$ cat src/rtl/rfid_tag_auth.sv
// Validates ASCII-hex RFID reader frames from an 8N1 UART stream and compares the tag ID to AUTH_ID.
// Emits one rf_pulse per card presentation; repeated frames inside the holdoff window are suppressed.
module rfid_tag_auth #(
  parameter int          CLK_HZ         = 100000000,
  parameter int          BAUD           = 9600,
  parameter logic [39:0] AUTH_ID        = 40'h0400B3E1F2,
  parameter int          HOLDOFF_CYCLES = 50000000
) (
  input  logic        clk,
  input  logic        rst,
  input  logic        rx,
  output logic        rf_pulse,
  output logic        id_valid,
  output logic        id_match,
  output logic [39:0] tag_id,
  output logic        frame_err
);

  localparam int BIT_T  = CLK_HZ / BAUD;
  localparam int HALF_T = BIT_T / 2;
  localparam int CW     = $clog2(BIT_T + 1);
  localparam int HW     = $clog2(HOLDOFF_CYCLES + 1);
  localparam logic [CW-1:0] BIT_LAST  = CW'(BIT_T - 1);
  localparam logic [CW-1:0] HALF_LAST = CW'(HALF_T - 1);
  localparam logic [HW-1:0] HOLD_LOAD = HW'(HOLDOFF_CYCLES);

  typedef enum logic [1:0] {RX_IDLE, RX_START, RX_DATA, RX_STOP} rx_state_t;
  typedef enum logic [1:0] {P_IDLE, P_DATA, P_ETX} p_state_t;

  logic            rx_meta_q, rx_sync_q, rx_prev_q;
  rx_state_t       rx_state_q, rx_state_d;
  logic [CW-1:0]   cnt_q, cnt_d;
  logic [2:0]      bit_q, bit_d;
  logic [7:0]      data_q, data_d;
  logic            byte_stb, byte_err;

  p_state_t        p_state_q, p_state_d;
  logic [47:0]     sr_q, sr_d;
  logic [3:0]      dcnt_q, dcnt_d;
  logic            accept, perr;

  logic [HW-1:0]   hold_q;
  logic            rf_pulse_q, id_valid_q, id_match_q, frame_err_q;
  logic [39:0]     tag_id_q;

  logic [4:0]      hex;
  logic [39:0]     rx_id;
  logic            cks_ok, id_is_auth;

  // Returns {valid, nibble}; letters share the low nibble between cases.
  function automatic logic [4:0] hex_decode(input logic [7:0] c);
    logic [4:0] r;
    r = 5'b0;
    if (c >= 8'h30 && c <= 8'h39)
      r = {1'b1, c[3:0]};
    else if ((c >= 8'h41 && c <= 8'h46) || (c >= 8'h61 && c <= 8'h66))
      r = {1'b1, c[3:0] + 4'd9};
    return r;
  endfunction

  // UART receiver: edge-triggered start so a dropped byte re-arms only after the line returns high.
  always_comb begin
    rx_state_d = rx_state_q;
    cnt_d      = cnt_q;
    bit_d      = bit_q;
    data_d     = data_q;
    byte_stb   = 1'b0;
    byte_err   = 1'b0;
    case (rx_state_q)
      RX_IDLE: begin
        cnt_d = '0;
        bit_d = '0;
        if (rx_prev_q && !rx_sync_q) rx_state_d = RX_START;
      end
      RX_START: begin
        if (cnt_q == HALF_LAST) begin
          cnt_d      = '0;
          rx_state_d = rx_sync_q ? RX_IDLE : RX_DATA;
        end else begin
          cnt_d = cnt_q + 1'b1;
        end
      end
      RX_DATA: begin
        if (cnt_q == BIT_LAST) begin
          cnt_d  = '0;
          data_d = {rx_sync_q, data_q[7:1]};
          bit_d  = bit_q + 3'd1;
          if (bit_q == 3'd7) rx_state_d = RX_STOP;
        end else begin
          cnt_d = cnt_q + 1'b1;
        end
      end
      RX_STOP: begin
        if (cnt_q == BIT_LAST) begin
          cnt_d      = '0;
          rx_state_d = RX_IDLE;
          if (rx_sync_q) byte_stb = 1'b1;
          else           byte_err = 1'b1;
        end else begin
          cnt_d = cnt_q + 1'b1;
        end
      end
      default: rx_state_d = RX_IDLE;
    endcase
  end

  assign hex        = hex_decode(data_q);
  assign rx_id      = sr_q[47:8];
  assign cks_ok     = (sr_q[47:40] ^ sr_q[39:32] ^ sr_q[31:24] ^ sr_q[23:16] ^ sr_q[15:8]) == sr_q[7:0];
  assign id_is_auth = (rx_id == AUTH_ID);

  // Frame parser: acts on the stop-bit sample itself so outputs land one cycle later.
  always_comb begin
    p_state_d = p_state_q;
    sr_d      = sr_q;
    dcnt_d    = dcnt_q;
    accept    = 1'b0;
    perr      = 1'b0;
    if (byte_err) begin
      p_state_d = P_IDLE;
    end else if (byte_stb) begin
      case (p_state_q)
        P_IDLE: begin
          if (data_q == 8'h02) begin
            p_state_d = P_DATA;
            dcnt_d    = '0;
            sr_d      = '0;
          end
        end
        P_DATA: begin
          if (data_q == 8'h02) begin
            dcnt_d = '0;
            sr_d   = '0;
          end else if (hex[4]) begin
            sr_d = {sr_q[43:0], hex[3:0]};
            if (dcnt_q == 4'd11) begin
              dcnt_d    = '0;
              p_state_d = P_ETX;
            end else begin
              dcnt_d = dcnt_q + 4'd1;
            end
          end else begin
            perr      = 1'b1;
            p_state_d = P_IDLE;
          end
        end
        P_ETX: begin
          p_state_d = P_IDLE;
          if (data_q == 8'h03 && cks_ok) accept = 1'b1;
          else                           perr   = 1'b1;
        end
        default: p_state_d = P_IDLE;
      endcase
    end
  end

  always_ff @(posedge clk) begin
    if (rst) begin
      rx_meta_q   <= 1'b1;
      rx_sync_q   <= 1'b1;
      rx_prev_q   <= 1'b1;
      rx_state_q  <= RX_IDLE;
      cnt_q       <= '0;
      bit_q       <= '0;
      data_q      <= '0;
      p_state_q   <= P_IDLE;
      sr_q        <= '0;
      dcnt_q      <= '0;
      hold_q      <= '0;
      rf_pulse_q  <= 1'b0;
      id_valid_q  <= 1'b0;
      id_match_q  <= 1'b0;
      frame_err_q <= 1'b0;
      tag_id_q    <= '0;
    end else begin
      rx_meta_q   <= rx;
      rx_sync_q   <= rx_meta_q;
      rx_prev_q   <= rx_sync_q;
      rx_state_q  <= rx_state_d;
      cnt_q       <= cnt_d;
      bit_q       <= bit_d;
      data_q      <= data_d;
      p_state_q   <= p_state_d;
      sr_q        <= sr_d;
      dcnt_q      <= dcnt_d;
      id_valid_q  <= accept;
      frame_err_q <= byte_err | perr;
      rf_pulse_q  <= accept && id_is_auth && (hold_q == '0);
      if (accept) begin
        tag_id_q   <= rx_id;
        id_match_q <= id_is_auth;
      end
      // Any authorised read restarts the window, so a card left on the reader never re-fires.
      if (accept && id_is_auth) hold_q <= HOLD_LOAD;
      else if (hold_q != '0)    hold_q <= hold_q - 1'b1;
    end
  end

  assign rf_pulse  = rf_pulse_q;
  assign id_valid  = id_valid_q;
  assign id_match  = id_match_q;
  assign tag_id    = tag_id_q;
  assign frame_err = frame_err_q;

endmodule
$ cat config.mk
export PLATFORM = sky130hd
export DESIGN_NAME = rfid_tag_auth
export DESIGN_NICKNAME = d
export VERILOG_FILES = /design/src/rtl/rfid_tag_auth.sv
export SDC_FILE = /design/constraint.sdc
export NUM_CORES = 1
export LEC_CHECK = 0
export BUFFER_PORTS_ARGS = -buffer_cell sky130_fd_sc_hd__buf_4
export CAP_MARGIN = 20
export CELL_PAD_IN_SITES_DETAIL_PLACEMENT = 1
export CELL_PAD_IN_SITES_GLOBAL_PLACEMENT = 2
export CORE_MARGIN = 3
export CORE_UTILIZATION = 34
export DETAILED_ROUTE_END_ITERATION = 10
export PLACE_DENSITY_LB_ADDON = 0.1
export SLEW_MARGIN = 10
export SYNTH_ARGS = -nofsm -noshare
export SYNTH_HDL_FRONTEND = slang
export SYNTH_SLANG_ARGS = --single-unit
$ cat constraint.sdc
create_clock -name clk -period 2.5 [get_ports clk]
set_input_delay 0.5 -clock clk [delete_from_list [all_inputs] [get_ports clk]]
set_output_delay 0.5 -clock clk [all_outputs]
set_load 0.05 [all_outputs]
==> impl_metrics.py, run 1 <==
metrics = {
    "synth": {
        "synth.net_count": 771,
        "ys_seq_area_frac": 0.443,
        "synth-edff-count": 0,
        "syn-cell-area_mm2": 0.00697,
        "ys_seq_elements": 154,
        "asyncSetResetFlopFracSynth": 0,
        "synth_cells": 756,
        "dominantRegCellSynth": "dfxtp_1",
        "synth_cell_types": 52,
        "synthesis.area_per_instance_um2": 9.21,
        "synth-warning-count": 0,
    },
    "critical_path": {
        "critical_path.most_common_cell": "buf_6",
        "slowest_delay_ps": 520,
        "path_max_fanout": 6,
        "reg2reg_depth": 8,
        "critical_path.cell_chain": "or4_4 > or4b_4 > buf_6 > a2111oi_4 > buf_6 > clkbuf_16 > nand2_2 > a21oi_2",
        "worst_setup_path_start_kind": "flop",
        "worstPathRequired_ps": 2850,
        "critPathKind": "reg -> reg",
        "r2r_setup_slack_ps": -2,
        "regToRegStartpoint": "data_q[7]$_SDFFE_PP0P_",
        "timing.critical_path.arrival_ps": 2850,
        "r2r-end": "sr_q[19]$_SDFFE_PP0P_",
        "crit_path_end_kind": "flop",
        "critical_path.slowest_cell": "or4_4",
    },
    "sta": {
        "hold_viol_final": 0,
        "final-setup-viol-count": 1,
        "fin_worst_hold_slack_ps": 264,
        "max_slew.worst_pin.slew_ps": 612,
        "post-route-worst-setup-slack_ps": -1.97,
        "worst_slew_margin_rel": 0.592,
        "final.min_clock_period_ps": 2500,
        "maxClockFrequency_ghz": 0.400,
        "timing_max_transition_violations_final": 0,
        "fin_setup_tns_ps": -1.97,
        "setup_repair_after_global_routing_missed_its_margin": "yes",
        "finClkSkew_ps": 13.6,
        "timing.final.crit_share": 1.00,
    },
    "clock_tree": {
        "cts.hold.buffers_added": 0,
        "clkTransAtPathRegs_ps": 60,
        "tritoncts": "built",
        "cts_max_path_buffers": 2,
        "clock_tree.htree_level_count": 4,
        "cts_root_buf": "clkbuf_16",
        "cts_made_buffers": 17,
        "clkSinkCount": 154,
        "worstSkewPairLatency_ps": 420,
    },
    "drt": {
        "drt_pass1_iterations": 4,
        "routed_via_density": 4.99,
        "detailroute.via_count": 5654,
        "totalWireLength_um": 18500,
        "antenna_violating_nets_post_route": 0,
        "drcViolationCount": 0,
        "detailedRoute.firstIterationViolations": 270,
        "avgRoutedWirePerCell_um": 16.3,
    },
    "grt": {
        "gr-total-overflow": 0,
        "grt_start_max_net_pins": 48,
        "antenna_found_initial": 0,
        "grt_usage": 0.164,
        "grt_pass1_wl_um": 29500,
        "first_global_vias": 5749,
    },
    "min_path": {
        "whs_endpoint": "rx_meta_q$_SDFF_PP1_",
        "holdCritPathClass": "in -> reg",
        "hp-start": "rx",
        "holdPathStages": 2,
    },
    "floorplan": {
        "start_util": 0.352,
        "core_ar_mm2": 0.0198,
        "rows": 51,
        "ioPinCount": 47,
        "die_area_mm2": 0.0222,
        "die-height_um": 149,
        "die_x_um": 149,
    },
    "cells_and_area": {
        "fill_cells": 2296,
        "mostFrequentLayoutCell": "dfxtp_1",
        "multi_input_area_mm2": 0.00379,
        "antennaDiodeCount": 0,
        "area.growth.synth_to_final_pct": 27.2,
        "final-seq-area_mm2": 0.00309,
        "mostFrequentLayoutCells": "dfxtp_1, buf_4, nand2_1, nor2_1, mux2i_1",
        "layout-drive-gt1-share": 0.266,
        "finalNetCount": 870,
    },
    "status": {
        "violations": "setup timing",
        "status": "finished with violations",
    },
    "pwr": {
        "p_per_area_mw_per_mm2": 794,
        "vdd_ir_drop_max_mv": 0.402,
        "finalPower_mw": 7.03,
        "static_leakage_nw": 3.61,
    },
    "flow_run": {
        "maxCapViolations": 0,
    },
    "placed_design": {
        "hpwl_um": 12700,
        "routabilityCongestion": 0.793,
        "detailedPlace.worstSlack_ps": -18.8,
        "placement.io_buffers": 46,
    },
}
-- what timing repair did --
item,4_1_cts,5_1_grt
cloned,0,6
gates resized for setup,5,45
endpoints found under the setup margin,39,85
pin swaps,1,36
hold endpoints to repair,0,0
setup buffers,0,4
-- Yosys cell counts, types with 8 or more instances --
master	number	share of area
dfxtp_1	154	0.44
nand2_1	109	0.059
nor2_1	89	0.048
mux2i_1	50	0.072
a21oi_2	40	0.050
xnor2_1	39	0.049
a21oi_1	34	0.024
clkbuf_1	25	0.013
xor2_1	19	0.024
nor3_1	16	0.011
nand4_1	15	0.013
inv_1	14	0.0075
or3_1	13	0.012
ha_1	12	0.022
nand3_1	11	0.0079
nor4_1	8	0.0072
o21ai_0	8	0.0057
xnor3_1	8	0.026
-- where the power goes --
part           switching (mW)  internal [mW]  total [mW]
sequential              0.174           2.63        2.80
combinational           0.904          0.773        1.68
clock                    1.04           1.52        2.56
-- metrics by stage --
step	instances	utilization	area (um2)
finish	1133	0.448	8860
global route	1133	0.448	8860
CTS	1123	0.433	8560
detailed placement	1091	0.402	7960
global placement	1091	0.402	7960
floorplan	756	-	6970
-- routing by layer --
layer | vias up | share of wire | GRT usage
li1 | 2800 | - | -
met1 | 2783 | 0.47 | 0.221
met2 | 55 | 0.49 | 0.271
met3 | 16 | 0.032 | 0.0337
met4 | 0 | 0.011 | 0.0426
met5 | - | 0 | 0
-- sequential cells by signal, summed over array words and instances (netlist names), 2 cells and up, named ones only --
| register | count |
|---|---|
| bit_q | 3 |
| data_q | 8 |
| tag_id | 40 |
| p_state_q | 2 |
| sr_q | 48 |
| hold_q | 26 |
| cnt_q | 14 |
| dcnt_q | 4 |
-- cell families (layout without fill, tap and decap cells) --
kind of cell | count (synthesis) | after routing | share of synthesized area
AND/OR/NAND/NOR | 313 | 313 | 0.217
flip-flops | 154 | 154 | 0.443
AO/OA/AOI/OAI | 108 | 108 | 0.114
XOR/XNOR | 66 | 66 | 0.0988
buffers and inverters | 53 | 165 | 0.0338
multiplexers | 50 | 50 | 0.0719
adder cells (fa/ha/maj) | 12 | 12 | 0.0216
-- critical path, delay by kind of cell (launching register included) --
kind	cells	cell delay (ps)
AOI/OAI and AO/OA	2	480
and+or+nand+nor	3	1080
DFF	1	320
buffers and inverters	3	550
-- area by class of cell --
type	count	area share
timing repair buffer	119	0.115
sequential	154	0.348
clock buffer	21	0.0520
inverter	14	0.00593
multi-input combinational	549	0.428
tap	265	0.0374
clock inverter	11	0.0136
-- worst max path at each step --
stage	start	slack, ps	endpoint
floorplan	data_q[6]$_SDFFE_PP0P_	2	sr_q[3]$_SDFFE_PP0P_
global placement	sr_q[8]$_SDFFE_PP0P_	-70	rf_pulse$_SDFF_PP0_
detailed placement	data_q[0]$_SDFFE_PP0P_	-20	sr_q[44]$_SDFFE_PP0P_
CTS	data_q[6]$_SDFFE_PP0P_	5	sr_q[34]$_SDFFE_PP0P_
global route	data_q[7]$_SDFFE_PP0P_	-80	sr_q[19]$_SDFFE_PP0P_
finish	data_q[7]$_SDFFE_PP0P_	-2	sr_q[19]$_SDFFE_PP0P_
No activity file was read; power rests on OpenSTA's default activity.
==> run 2: changes to the inputs <==
GPL_TIMING_DRIVEN = 0   (was default)
PLACE_DENSITY = 0.83   (was default)
PLACE_DENSITY_LB_ADDON = default   (was 0.1)
==> impl_metrics.py, run 2 (synthesis gave the netlist of run 1 again) <==
metrics = {
    "critical_path": {
        "crit_path_end_kind": "flop",
        "path_max_fanout": 10,
        "critPathKind": "reg -> reg",
        "worstPathRequired_ps": 2850,
        "timing.critical_path.arrival_ps": 2870,
        "worst_setup_path_start_kind": "flop",
    },
    "cells_and_area": {
        "final-seq-area_mm2": 0.00311,
        "area.growth.synth_to_final_pct": 24.7,
        "layout-drive-gt1-share": 0.233,
        "multi_input_area_mm2": 0.00381,
        "mostFrequentLayoutCells": "dfxtp_1, nand2_1, nor2_1, buf_4, mux2i_1",
        "finalNetCount": 845,
        "fill_cells": 2291,
        "largest-register": "sr_q",
        "antennaDiodeCount": 0,
        "largest_reg_flops": 48,
        "mostFrequentLayoutCell": "dfxtp_1",
        "instances_no_fill": 1107,
        "layout.cell_area.non_filler_mm2": 0.00868,
        "utilization": 0.439,
    },
    "pwr": {
        "static_leakage_nw": 3.40,
        "power.clock.fraction": 0.397,
        "power_switching_share": 0.293,
        "portion_of_total_power_attributed_to_sequential_cells": 0.384,
        "finalPower_mw": 7.30,
        "power_report.internal_total_mw": 5.16,
        "vdd_ir_drop_max_mv": 0.432,
        "p_per_area_mw_per_mm2": 840,
        "netSwitchingPower_mw": 2.14,
        "p_comb_frac": 0.219,
    },
    "drt": {
        "avgRoutedWirePerCell_um": 15.9,
        "routed-wl-met2_um": 8310,
        "drt_pass1_iterations": 4,
        "detailroute.via_count": 5540,
        "drcViolationCount": 0,
        "totalWireLength_um": 17600,
        "route.top_layer_used": "met4",
        "detailedRoute.firstIterationViolations": 211,
        "antenna_violating_nets_post_route": 0,
        "met3_length_um": 435,
        "routed_metal_1_wirelength_um": 8640,
        "routed_via_density": 5.00,
    },
    "sta": {
        "timing.final.crit_share": 1.01,
        "final.min_clock_period_ps": 2530,
        "worst_slew_margin_rel": 0.510,
        "max_slew.worst_pin.slew_ps": 734,
        "maxClockFrequency_ghz": 0.396,
        "fin_worst_hold_slack_ps": 266,
        "setup_repair_after_global_routing_missed_its_margin": "yes",
        "fin_setup_tns_ps": -403,
        "final-setup-viol-count": 30,
        "timing_max_transition_violations_final": 0,
        "finClkSkew_ps": 7.69,
        "hold_viol_final": 0,
        "post-route-worst-setup-slack_ps": -25.9,
    },
    "clock_tree": {
        "cts_max_path_buffers": 2,
        "clkTransAtPathRegs_ps": 60,
        "tritoncts": "built",
        "worstSkewPairLatency_ps": 420,
        "cts_root_buf": "clkbuf_16",
        "cts.hold.buffers_added": 0,
        "clkSinkCount": 154,
        "cts_made_buffers": 17,
        "clock_tree.htree_level_count": 4,
    },
    "grt": {
        "antenna_found_initial": 0,
        "gr-total-overflow": 0,
        "grt_usage": 0.161,
        "first_global_vias": 5516,
        "grt_pass1_wl_um": 29000,
        "grt_start_max_net_pins": 17,
    },
    "floorplan": {
        "rows": 51,
        "ioPinCount": 47,
        "die_x_um": 149,
        "core_ar_mm2": 0.0198,
        "start_util": 0.352,
        "die-height_um": 149,
        "die_area_mm2": 0.0222,
    },
    "status": {
        "status": "finished with violations",
        "violations": "setup timing",
    },
    "placed_design": {
        "detailedPlace.worstSlack_ps": -649,
        "placement.io_buffers": 45,
        "dp.cells": 1066,
        "hpwl_um": 12200,
        "routabilityCongestion": 0.778,
        "placedInstanceArea_mm2": 0.00764,
    },
    "flow_run": {
        "maxCapViolations": 0,
    },
    "min_path": {
        "holdCritPathClass": "in -> reg",
    },
}
## run 2: changes by cell type in the layout (fill, tap and decap cells not counted), sizes merged
cell / delta
bufinv: +3
clkinv: -2
buf: -48
clkinvlp: -2
clkbuf: +23
## run 2: final cells by class
cell class              instances  area share
well taps                     265      0.0382
multi-input cells             549       0.439
plain buffers                  37      0.0284
inverters                      14     0.00605
clock inverters                10      0.0218
flip-flops and latches        154       0.358
repair buffers                 57      0.0549
clock buffers                  21      0.0542
## run 2: final timing paths
path,depth (start not counted),to,startpoint,slack [ps]
setup / recovery,8,sr_q[37]$_SDFFE_PP0P_,data_q[6]$_SDFFE_PP0P_,-30
hold / removal,2,rx_meta_q$_SDFF_PP1_,rx,270
setup reg to reg,8,sr_q[37]$_SDFFE_PP0P_,data_q[6]$_SDFFE_PP0P_,-30
hold reg to reg,1,rx_sync_q$_SDFF_PP1_,rx_meta_q$_SDFF_PP1_,420
## run 2: power by group through the flow
| stage | clock network, mW | logic [mW] | registers, mW |
|---|---|---|---|
| finish | 2.90 | 1.60 | 2.80 |
| global route | 3.06 | 1.78 | 2.83 |
| CTS | 2.95 | 1.52 | 2.80 |
| detailed placement | 0 | 1.44 | 2.85 |
| global placement | 0 | 1.42 | 2.84 |
| floorplan | 0 | 1.15 | 2.81 |
## run 2: critical path, stage by stage, from the launching register on
cell       delay [ps]
dfxtp_4           340
or4_4             530
or4b_4            540
buf_12            160
a2111oi_4         350
buf_12            190
buf_8             130
nand2_1            70
a21oi_2           130
## run 2: timing repair
item,4_1_cts,5_1_grt
gates cloned,1,0
setup buffers,8,3
endpoints found under the setup margin,129,131
pin swaps,33,16
resized for setup,37,45
## run 2: per-layer routing
layer,global-route usage,vias up
met5,0,-
met4,0.0503,0
met3,0.0249,19
met2,0.260,73
met1,0.222,2701
li1,-,2747
==> run 3: changes to the inputs <==
RECOVER_POWER = 25   (was default)
==> impl_metrics.py, run 3 (synthesis gave the netlist of run 1 again) <==
metrics = {
    "sta": {
        "final-setup-viol-count": 30,
        "post-route-worst-setup-slack_ps": -25.5,
        "max_slew.worst_pin.slew_ps": 733,
        "timing.final.crit_share": 1.01,
        "hold_viol_final": 0,
        "setup_repair_after_global_routing_missed_its_margin": "yes",
        "worst_slew_margin_rel": 0.511,
        "maxClockFrequency_ghz": 0.396,
        "fin_setup_tns_ps": -390,
        "final.min_clock_period_ps": 2530,
        "timing_max_transition_violations_final": 0,
        "finClkSkew_ps": 7.00,
    },
    "cells_and_area": {
        "mostFrequentLayoutCell": "dfxtp_1",
        "finalNetCount": 845,
        "fill_cells": 2297,
        "area.growth.synth_to_final_pct": 22.9,
        "mostFrequentLayoutCells": "dfxtp_1, nand2_1, nor2_1, clkbuf_1, mux2i_1",
        "antennaDiodeCount": 0,
        "largest_reg_flops": 48,
        "largest-register": "sr_q",
        "instances_no_fill": 1107,
        "layout-drive-gt1-share": 0.194,
    },
    "clock_tree": {
        "clkTransAtPathRegs_ps": 60,
        "clkSinkCount": 154,
        "cts_max_path_buffers": 2,
        "cts.hold.buffers_added": 0,
        "worstSkewPairLatency_ps": 420,
        "cts_made_buffers": 17,
        "tritoncts": "built",
        "cts_root_buf": "clkbuf_16",
        "clock_tree.htree_level_count": 4,
    },
    "floorplan": {
        "start_util": 0.352,
        "core_ar_mm2": 0.0198,
        "die_area_mm2": 0.0222,
        "ioPinCount": 47,
        "die-height_um": 149,
        "die_x_um": 149,
        "rows": 51,
    },
    "critical_path": {
        "worstPathRequired_ps": 2850,
        "path_max_fanout": 10,
        "timing.critical_path.arrival_ps": 2870,
        "critical_path.most_common_cell": "buf_12",
        "critPathKind": "reg -> reg",
        "slowest_delay_ps": 540,
        "crit_path_end_kind": "flop",
        "critical_path.cell_chain": "or4_4 > or4b_4 > buf_12 > a2111oi_4 > buf_12 > buf_8 > nand2_1 > a21oi_2",
        "reg2reg_depth": 8,
        "critical_path.slowest_cell": "or4b_4",
        "worst_setup_path_start_kind": "flop",
        "r2r-end": "sr_q[37]$_SDFFE_PP0P_",
        "regToRegStartpoint": "data_q[6]$_SDFFE_PP0P_",
        "r2r_setup_slack_ps": -30,
    },
    "min_path": {
        "hp-start": "rx",
        "holdPathStages": 2,
        "whs_endpoint": "rx_meta_q$_SDFF_PP1_",
        "holdCritPathClass": "in -> reg",
    },
    "drt": {
        "drt_pass1_iterations": 4,
        "drcViolationCount": 0,
        "detailroute.via_count": 5531,
        "met3_length_um": 410,
        "routed_via_density": 5.00,
        "avgRoutedWirePerCell_um": 15.9,
        "totalWireLength_um": 17600,
        "routed_metal_1_wirelength_um": 8690,
        "detailedRoute.firstIterationViolations": 205,
        "routed-wl-met2_um": 8310,
        "route.top_layer_used": "met4",
        "antenna_violating_nets_post_route": 0,
    },
    "pwr": {
        "p_per_area_mw_per_mm2": 852,
        "finalPower_mw": 7.29,
        "static_leakage_nw": 3.25,
        "vdd_ir_drop_max_mv": 0.433,
    },
    "grt": {
        "antenna_found_initial": 0,
        "grt_start_max_net_pins": 17,
        "grt_usage": 0.161,
        "gr-total-overflow": 0,
        "first_global_vias": 5516,
        "grt_pass1_wl_um": 29000,
    },
    "placed_design": {
        "hpwl_um": 12200,
        "dp.cells": 1066,
        "placement.io_buffers": 45,
        "routabilityCongestion": 0.778,
    },
    "status": {
        "violations": "setup timing",
        "status": "finished with violations",
    },
    "flow_run": {
        "maxCapViolations": 0,
    },
}
## run 3: how the worst max path moves through the flow
stage	startpoint	cells after the start	slack [ps]	end
floorplan	data_q[6]$_SDFFE_PP0P_	7	2	sr_q[3]$_SDFFE_PP0P_
global placement	sr_q[13]$_SDFFE_PP0P_	8	-700	hold_q[0]$_SDFFE_PP0P_
detailed placement	cnt_q[0]$_SDFF_PP0_	9	-650	hold_q[10]$_SDFFE_PP0P_
CTS	data_q[6]$_SDFFE_PP0P_	8	-90	sr_q[7]$_SDFFE_PP0P_
global route	data_q[6]$_SDFFE_PP0P_	8	-140	sr_q[21]$_SDFFE_PP0P_
finish	data_q[6]$_SDFFE_PP0P_	8	-30	sr_q[37]$_SDFFE_PP0P_
## run 3: critical path, delay by kind of cell, from the launching register on
family,cells,cell delay (ps)
simple gates,3,1140
compound gates,2,480
buf+inv,3,480
flops,1,340
## run 3: power breakdown
part	leakage (nW)	switching (mW)	internal (mW)
clock network	0.320	1.05	1.85
registers	1.25	0.180	2.62
logic	1.68	0.903	0.686
total	3.25	2.13	5.16
## run 3: cell type report
type	count	area, um2	share of cell area
multi-input cells	549	3810	0.445
flip-flops and latches	154	3110	0.363
clock buffers	21	470	0.0550
repair buffers	57	353	0.0412
well taps	265	332	0.0387
plain buffers	37	246	0.0288
clock inverters	10	189	0.0221
inverters	14	52.6	0.00614
## run 3: per-layer routing
layer  vias to the layer above  GRT usage
met2                        65      0.260
met3                        18     0.0249
met5                         -          0
met1                      2701      0.222
li1                       2747          -
met4                         0     0.0503
## run 3: per-stage QoR
stage                     setup slack (ps)  hold slack (ps)  cell area, um2   util
after detailed placement              -649              410            7640  0.386
after global routing                  -141              265            8560  0.433
after CTS                            -92.9              248            8540  0.432
final                                -25.5              264            8560  0.433
after floorplan                       1.82              389            6970      -
after global placement                -696              397            7640  0.386
## run 3: what timing repair did
action                                  CTS  global route
pin swaps                                33            16
gates resized for setup                  37            45
setup buffers                             8             3
endpoints found under the setup margin  129           131
endpoints found under the hold margin     0             0
gates cloned                              1             0
